--- src/rtl/ov5640_init_sequencer.sv ---
// ov5640_init_sequencer: walks the init ROM (rom_addr/rom_q) and issues each entry to the SCCB master (wr_req/wr_reg_addr/wr_data, wr_done/wr_err) with power-up wait, soft-reset settle, bounded retry and busy/init_done/init_error status; restart replays from index 0
module ov5640_init_sequencer #(
  parameter int LUT_SIZE = 91,
  parameter int ADDR_WIDTH = 8,
  parameter int DATA_WIDTH = 24,
  parameter int POWERUP_CYCLES = 1_000_000,
  parameter int RESET_WAIT_CYCLES = 250_000,
  parameter int MAX_RETRY = 3
) (
  input  logic                  clk,
  input  logic                  reset,
  input  logic                  restart,
  output logic [ADDR_WIDTH-1:0] rom_addr,
  input  logic [DATA_WIDTH-1:0] rom_q,
  output logic                  wr_req,
  output logic [15:0]           wr_reg_addr,
  output logic [7:0]            wr_data,
  input  logic                  wr_done,
  input  logic                  wr_err,
  output logic                  busy,
  output logic                  init_done,
  output logic                  init_error
);
  localparam logic [2:0] POWERUP = 3'd0, ADDR = 3'd1, WAIT = 3'd2, REQ = 3'd3;
  localparam logic [2:0] CHECK = 3'd4, DELAY = 3'd5, DONE = 3'd6, FAIL = 3'd7;
  localparam logic [23:0] PU_LAST = 24'(POWERUP_CYCLES - 1);
  localparam logic [23:0] RW_LAST = 24'(RESET_WAIT_CYCLES - 1);
  localparam logic [7:0] MR = 8'(MAX_RETRY);
  localparam logic [ADDR_WIDTH-1:0] LAST = ADDR_WIDTH'(LUT_SIZE - 1);
  logic [2:0] state, nxt;
  logic [23:0] cnt;
  logic [7:0] retries;
  logic err, soft_rst, last;
  assign soft_rst = wr_reg_addr == 16'h3008 && wr_data[7];
  assign last = rom_addr == LAST;
  assign busy = state != DONE && state != FAIL;
  assign init_done = state == DONE;
  assign init_error = state == FAIL;
  always_comb begin
    nxt = state;
    case (state)
      POWERUP: nxt = cnt == PU_LAST ? ADDR : POWERUP;
      ADDR:    nxt = WAIT;
      WAIT:    nxt = REQ;
      REQ:     nxt = wr_done ? CHECK : REQ;
      CHECK:   nxt = err ? (retries < MR ? REQ : FAIL) : soft_rst ? DELAY : last ? DONE : ADDR;
      DELAY:   nxt = cnt == RW_LAST ? (last ? DONE : ADDR) : DELAY;
      default: nxt = restart ? ADDR : state;
    endcase
  end
  always_ff @(posedge clk or posedge reset)
    if (reset) begin
      state <= POWERUP;
      cnt <= '0;
      rom_addr <= '0;
      retries <= '0;
      err <= 1'b0;
      wr_req <= 1'b0;
      wr_reg_addr <= '0;
      wr_data <= '0;
    end else begin
      state <= nxt;
      cnt <= nxt == state ? cnt + 24'd1 : '0;
      wr_req <= nxt == REQ;
      if (nxt == ADDR) rom_addr <= state == CHECK || state == DELAY ? rom_addr + ADDR_WIDTH'(1) : '0;
      if (state == REQ && wr_done) err <= wr_err;
      if (state == CHECK && err) retries <= retries + 8'd1;
      if (state == WAIT) begin
        wr_reg_addr <= rom_q[23:8];
        wr_data <= rom_q[7:0];
        retries <= '0;
      end
    end
endmodule

--- config.mk ---
export PLATFORM = sky130hd
export DESIGN_NAME = ov5640_init_sequencer
export DESIGN_NICKNAME = d
export VERILOG_FILES = /design/src/rtl/ov5640_init_sequencer.sv
export SDC_FILE = /design/constraint.sdc
export NUM_CORES = 1
export LEC_CHECK = 0
export ABC_AREA = 1
export ABC_CLOCK_PERIOD_IN_PS = 3330
export CAP_MARGIN = 20
export CORE_MARGIN = 2
export CORE_UTILIZATION = 41
export CTS_CLUSTER_DIAMETER = 30
export DETAILED_ROUTE_END_ITERATION = 16
export DONT_BUFFER_PORTS = 1
export HOLD_SLACK_MARGIN = 0.02
export SYNTH_ARGS = -nofsm -noshare
export SYNTH_HDL_FRONTEND = slang
export SYNTH_SLANG_ARGS = --single-unit
--- constraint.sdc ---
create_clock -name clk -period 3.33 [get_ports clk]
set_clock_uncertainty 0.05 [all_clocks]
set_input_delay 0.8325 -clock clk [delete_from_list [all_inputs] [get_ports clk]]
set_output_delay 0.8325 -clock clk [all_outputs]
set_load 0.02 [all_outputs]
# [After elaboration in Yosys (flattened, before gate mapping)]
# Index checks and enable logic that the tools add are counted.
[totals] word_cells=48 reg_bits=69
[op_classes] eq_ne=16 order_cmp=1 n_mux=13 n_reduce_logical=7 addsub=3
[op_table] op="24-bit by 1-bit adder with 24-bit output (second input constant)" n=1
[op_table] op="24-bit by 18-bit equality test with 1-bit output (second input constant)" n=1
[op_table] op="24-bit by 20-bit equality test with 1-bit output (second input constant)" n=1
[op_table] op="24-bit 2-to-1 mux" n=1
[op_table] op="8-bit 2-to-1 mux" n=3
[op_table] op="3-bit 2-to-1 mux" n=7
[op_table] op="3-bit one-hot mux with 6 select lines" n=1
[op_table] op="8-bit by 1-bit adder with 8-bit output (second input constant)" n=2
[op_table] op="16-bit by 14-bit equality test with 1-bit output (second input constant)" n=1
[op_table] op="3-bit equality test (second input constant)" n=4
[op_table] op="3-bit by 2-bit equality test with 1-bit output (second input constant)" n=3
[op_table] op="8-bit by 7-bit equality test with 1-bit output (second input constant)" n=1
[op_table] op="8-bit by 2-bit less-than comparator with 1-bit output (second input constant)" n=1
[op_table] op="3-bit by 1-bit equality test with 1-bit output (second input constant)" n=2
[op_table] op="3-bit != test (second input constant)" n=2
[op_table] op="1-bit logical AND" n=4
[op_table] op="3-bit equality test" n=1
[op_table] op="3-bit zero test" n=1
[op_table] op="2-bit nonzero test" n=1
[op_table] op="1-bit logical OR" n=1
[op_table] op="1-bit 2-to-1 mux" n=1

# [Longest topological paths before layout]
# Gate-level depths: netlist of the first run.
[logic_depth] word_depth=7 depth_mapped=14

# [Least setup slack after synthesis of the first run]
# No wires, ideal clock.
[synth_timing] path_kind="register to output" from="reg state[2]" to="out init_done" arrival_time_ns=1.059 path_buffers=1 setup_slack_ns=1.388 required_time_ns=2.447 path_stages_with_launch=4 cell_sequence="dfrtp_1 -> buf_2 -> nand2_1 -> nor2_1"
[synth_via] elab_chain_cells=1
[synth_lines] element="from (decl)" line="30" text="logic [2:0] state, nxt;"
[synth_lines] element="from (signal assigned)" line="62" text="state <= nxt;"
[synth_lines] element="3-bit equality test" line="37" text="assign init_done = state == DONE;"
[synth_lines] element="to (decl)" line="21" text="output logic init_done,"
# No other way between the ends.

# [Worst setup path after layout of the first run]
# Ends and elaborated chain as after synthesis.

==> results of run 1 <==
[flip-flops by register name (all words and copies together) (netlist names)]
name / count
cnt: 24
wr_reg_addr: 16
retries: 8
rom_addr: 8
wr_data: 8
state: 3
err: 1
wr_req: 1
[layout by cell type, fill, tap and decap left out, drive strengths merged]
cell type	n
nand2	135
nor2	86
dfrtp	69
inv	39
nand3	31
xor2	19
o21ai	15
nand4	12
clkbuf	10
nor3	9
xnor2	6
or2	4
a21oi	4
ha	4
nor4	3
nand3b	2
or3	2
bufinv	2
clkinvlp	2
buf	2
and2	1
o21a	1
a21o	1
o2111ai	1
nor3b	1
and3	1
mux2	1
[power groups by stage]
stage          clock network [mW]  registers, mW  logic, mW
2_1_floorplan                   0           1.37      0.941
3_5_place_dp                    0           1.44       1.02
5_1_grt                     0.824           1.45       1.17
3_3_place_gp                    0           1.44       1.00
6_report                    0.760           1.42       1.00
4_1_cts                     0.794           1.43       1.02
[final cells by class]
type,count,area (um^2)
fill,866,4740
multi-input combinational,339,1740
sequential,69,1730
inverter,38,143
clock buffer,10,138
tap,108,135
clock inverter,5,83.8
timing repair buffer,2,15.0
[final timing paths]
check,end
max,init_done
min,cnt[0]
max reg2reg,cnt[2]
min reg2reg,cnt[0]
max in group asynchronous,state[2]
min in group asynchronous,wr_reg_addr[12]
[per-layer routing]
layer	wire (um)	vias to the layer above	global-route usage
li1	-	1444	-
met1	3610	1305	0.221
met2	3310	82	0.253
met3	460	11	0.0603
met4	114	0	0.0580
met5	0	-	0
[synth_stat cells, drive strengths merged (2+ instances only)]
cell type and n:
a21oi 4, buf 5, clkbuf 5, dfrtp 69, ha 4, inv 38, nand2 135, nand3 31
nand3b 2, nand4 12, nor2 86, nor3 9, nor4 3, o21ai 15, or2 4, or3 2
xnor2 6, xor2 19
[per-stage QoR]
step           utilization  instances  instance area [um^2]  hold slack, ns  power, mW
5_1_grt              0.457        571                  3990           0.461       3.44
3_5_place_dp         0.432        556                  3760           0.406       2.46
6_report             0.457        571                  3990           0.407       3.19
2_1_floorplan            -        456                  3680           0.373       2.31
3_3_place_gp         0.432        556                  3760           0.394       2.44
4_1_cts              0.457        571                  3990           0.417       3.24
[cell families (layout without fill, tap and decap cells)]
| logic type | after synthesis | in the layout | share of synthesized area |
|---|---|---|---|
| and+or+nand+nor | 287 | 287 | 0.366 |
| DFF | 69 | 69 | 0.469 |
| buffers and inverters | 48 | 55 | 0.0565 |
| xor gates and xnor gates | 25 | 25 | 0.0595 |
| AOI/OAI and AO/OA | 22 | 22 | 0.0323 |
| adders and majority gates | 4 | 4 | 0.0136 |
| muxes | 1 | 1 | 0.00306 |
==> results.md, run 1 <==
- Vias in the first global route: 2860
- Switch share: 0.448
- Final worst slack: 0.795 ns
- Drt drc: 0
- Worst Hold Class: flop to flop
- Critical path class: flop to output port
- # diodes: 0
- Hold depth: 1
- CTS Buf Count: 9
- Reg2reg start: state[2]
- Vias: 2842
- Detailed Routing Iterations Pass 1: 4
- Unrepaired setup endpoints after global routing: false
- Power density cells: 800 nW/um^2
- Nets: 492
- Post-Syn Area: 3680 um^2
- Top cell type's share of synthesized area: 0.469
- Final setup violation count: 0
- Critical-path top delay cell: dfrtp_1
- Worst EP required: 2.45 ns
- Minimum clock period: 2.53 ns
- R2r worst-path depth: 8
- Place WS: 0.908 ns
- Routability Congestion: 0.888
- Critical Path Fanout Max: 9
- CP Depth: 2
- Routed WL: 7490 um
- Cts-stage hold buffer count: 0
- Distinct cells, synth: 37
- Main synth FF type: dfrtp_1
- Yosys reg bits: 69
- Largest cells by area after synthesis: dfrtp_1, nand2_1, nor2_1
- Gr ovfl total: 0
- Post-synth ARST share: 1.00
- Synth Instances: 456
- Clock Tree Root: clkbuf_8
- Gr usage total: 0.166
- Post-synthesis sequential area ratio: 0.469
- Max clock buf depth: 2
- Worst Path Arrival: 1.65 ns
- CTS tree: built
- Starting Density: 0.422
- Sequential power share: 0.447
- Setup TNS: 0 ns
- P_leak: 1.79 nW
- Status: complete, no violations
- Worst slew pin tran: 0.858 ns
- Final period util: 0.761
- First-pass GRT wire length: 13200 um
- Internal: 1.76 mW
- Core area: 8720 um^2
- CP startpoint kind: flop
- DRT iter0 DRCs: 159
- Port bufs: 0
- Remaining antenna violation count: 0
- Largest net degree at the start of global routing: 70
- Die ar.: 9750 um^2
- Post-synth top area cell: dfrtp_1
- Yosys warns: 0
- Cts repair resizes: 0
- Crit path buf inv count: 0
- Final Hold Vio Count: 0
- Die height: 98.7 um
- Worst Setup End Kind: output port
- # rows: 34
- Dpl hpwl: 5310 um
- Number of flops mapped to enable cells by yosys: 0
- Synth Net Count: 489
- Boundary pin count: 65
- R2r setup slk: 0.91 ns
- Die W: 98.7 um
- CTS H-tree depth: 3
- Clock slew at reported path FFs: 0.08 ns
- Setup Buffers After CTS: 0
- P_sw: 1.43 mW
- P&R area growth vs syn: 8.33%
- Relative slew slack: 0.428
- Vias per cell: 4.98
- Slew Limit Fails: 0
- Clk_lat worst skew: 0.35 ns
- Worst Min Path Start: cnt[0]
- Combinational Power Share: 0.315
- Syn Area/Cell: 8.07 um^2
- CTS Sinks: 69
- Peak supply drop: 419 uV
- Peak Freq: 394 MHz
- Critical Path Max Stage Delay: 0.56 ns
- CP Launch Point: state[2]
- CP Cell Sequence: nand2_1 -> nor2_1
- Share of layout cells above drive strength 1: 0.138
- Maxcap violations: 0
- Wire length per cell: 13.1 um
- Proportion of power drawn by the clock network: 0.238
- Initial antenna violation count: 0
- Kind of cell adding the most delay to the critical path: simple AND/OR/NAND/NOR gates
Power figures use the tool's default switching activity.
==> run 2: changes to the inputs <==
Settings changed: ABC_CLOCK_PERIOD_IN_PS 3330 to 2700.
Clock period 3.33 ns to 2.7 ns, I/O delays scaled along.
==> results.md, run 2 (same netlist as run 1, synthesis figures left out) <==
- Status: complete, no violations
- Clk_lat worst skew: 0.36 ns (about the same)
- Port bufs: 0 (unchanged)
- First-pass GRT wire length: 13100 um (-0.21%)
- Nets: 494 (+0.41%)
- Met3 Usage GRT: 0.0596 (-0.000709)
- Vias: 2869 (+0.95%)
- P_leak: 1.80 nW (+0.23%)
- Initial antenna violation count: 0 (unchanged)
- Worst Path Arrival: 1.64 ns (about the same)
- Filler cells: 837 (-3.3%)
- GRT busiest layer: met2
- Met1 GRT Util: 0.206 (-0.0141)
- Routed WL: 7720 um (+3.0%)
- Maxcap violations: 0 (unchanged)
- Commonest non-fill, non-tap cells in the layout: nand2_1, dfrtp_1, nor2_1
- Clock Tree Root: clkbuf_8
- Boundary pin count: 65 (unchanged)
- Vias per cell: 5.00 (+0.42%)
- Starting Density: 0.422 (unchanged)
- Setup Buffers After CTS: 0 (unchanged)
- Final period util: 0.874
- Core area: 8720 um^2 (unchanged)
- Drt drc: 0 (unchanged)
- Minimum clock period: 2.36 ns
- Die W: 98.7 um (unchanged)
- Most common library cell in the layout ignoring fill and taps: nand2_1
- P&R area growth vs syn: 8.64%
- Cts-stage hold buffer count: 0 (unchanged)
- Power density cells: 972 nW/um^2 (+21%)
- Relative slew slack: 0.449 (+0.0210)
- Wire length per cell: 13.4 um (+2.5%)
- # diodes: 0 (unchanged)
- Worst Hold Class: input port to async pin
- CTS Sinks: 69 (unchanged)
- Peak supply drop: 571 uV (+36%)
- Setup TNS: 0 ns (unchanged)
- Routability Congestion: 0.910 (+2.5%)
- Detailed Routing Iterations Pass 1: 4 (unchanged)
- CTS Buf Count: 9 (unchanged)
- Total power: 3.88 mW (+22%)
- Peak Freq: 424 MHz
- Cts repair resizes: 0 (unchanged)
- Gr ovfl total: 0 (unchanged)
- Largest registers: cnt x24, wr_reg_addr x16
- Largest register FFs: 24 (unchanged)
- Slew Limit Fails: 0 (unchanged)
- Post-layout util: 0.458 (+0.00129)
- Critical Path Fanout Max: 9 (unchanged)
- Worst Setup End Kind: output port
- Dpl hpwl: 5560 um (+4.7%)
- Critical path class: flop to output port
- Worst EP required: 1.98 ns (-0.47 ns)
- CTS H-tree depth: 3 (unchanged)
- CP startpoint kind: flop
- Unrepaired setup endpoints after global routing: false
- Gr usage total: 0.167 (+0.000625)
- Die ar.: 9750 um^2 (unchanged)
- Final Hold Vio Count: 0 (unchanged)
- Worst slew pin tran: 0.826 ns (-0.0324 ns)
- Clock slew at reported path FFs: 0.09 ns (about the same)
- # rows: 34 (unchanged)
- CTS tree: built
- Vias in the first global route: 2950 (+3.1%)
- Die height: 98.7 um (unchanged)
- Share of layout cells above drive strength 1: 0.144 (+0.00555)
- Largest net degree at the start of global routing: 35 (-50%)
- M2 GR Usage: 0.271 (+0.0173)
- Most flop-heavy register: cnt
- DRT iter0 DRCs: 88 (-45%)
- Max clock buf depth: 2 (unchanged)
- Final setup violation count: 0 (unchanged)
- Remaining antenna violation count: 0 (unchanged)
-- run 2: worst paths after layout --
path,start,to,slack [ns],depth (start not counted)
max,state[2],init_done,0.34,3
min,reset,wr_data[7],0.15,1
max reg2reg,rom_addr[0],cnt[2],0.39,10
min reg2reg,cnt[0],cnt[0],0.41,1
max in group asynchronous,reset,rom_addr[0],1.85,2
min in group clk,rom_q[2],wr_data[2],0.37,2
-- run 2: report_power, final --
group	switching (mW)	leakage [nW]	internal [mW]
sequential	0.474	0.916	1.28
clock	0.449	0.0944	0.439
combinational	0.886	0.786	0.360
-- run 2: area by class of cell --
class,instances,area (um^2),area share
well taps,108,135,0.0338
multi-input cells,339,1740,0.436
flip-flops and latches,69,1730,0.432
clock inverters,7,81.3,0.0204
repair buffers,4,42.5,0.0106
clock buffers,9,124,0.0310
inverters,38,143,0.0357
-- run 2: critical path: stages (launching register included) --
cell	delay, ns
dfrtp_1	0.57
nand2_1	0.31
nor2_1	0.23
buf_4	0.17
-- run 2: through the flow --
step	cells	hold slack, ns	setup slack (ns)	area [um^2]
after global placement	558	0.385	0.430	3790
final	574	0.154	0.339	4000
after detailed placement	558	0.400	0.393	3790
after floorplan	456	0.373	0.235	3680
after global routing	574	0.165	0.150	4000
after CTS	574	0.152	0.317	4000
-- run 2: per-layer routing --
layer  wire length (um)  share of wire
met1               3690           0.48
met2               3470           0.45
met3                458          0.059
met4                108          0.014
met5                  0              0
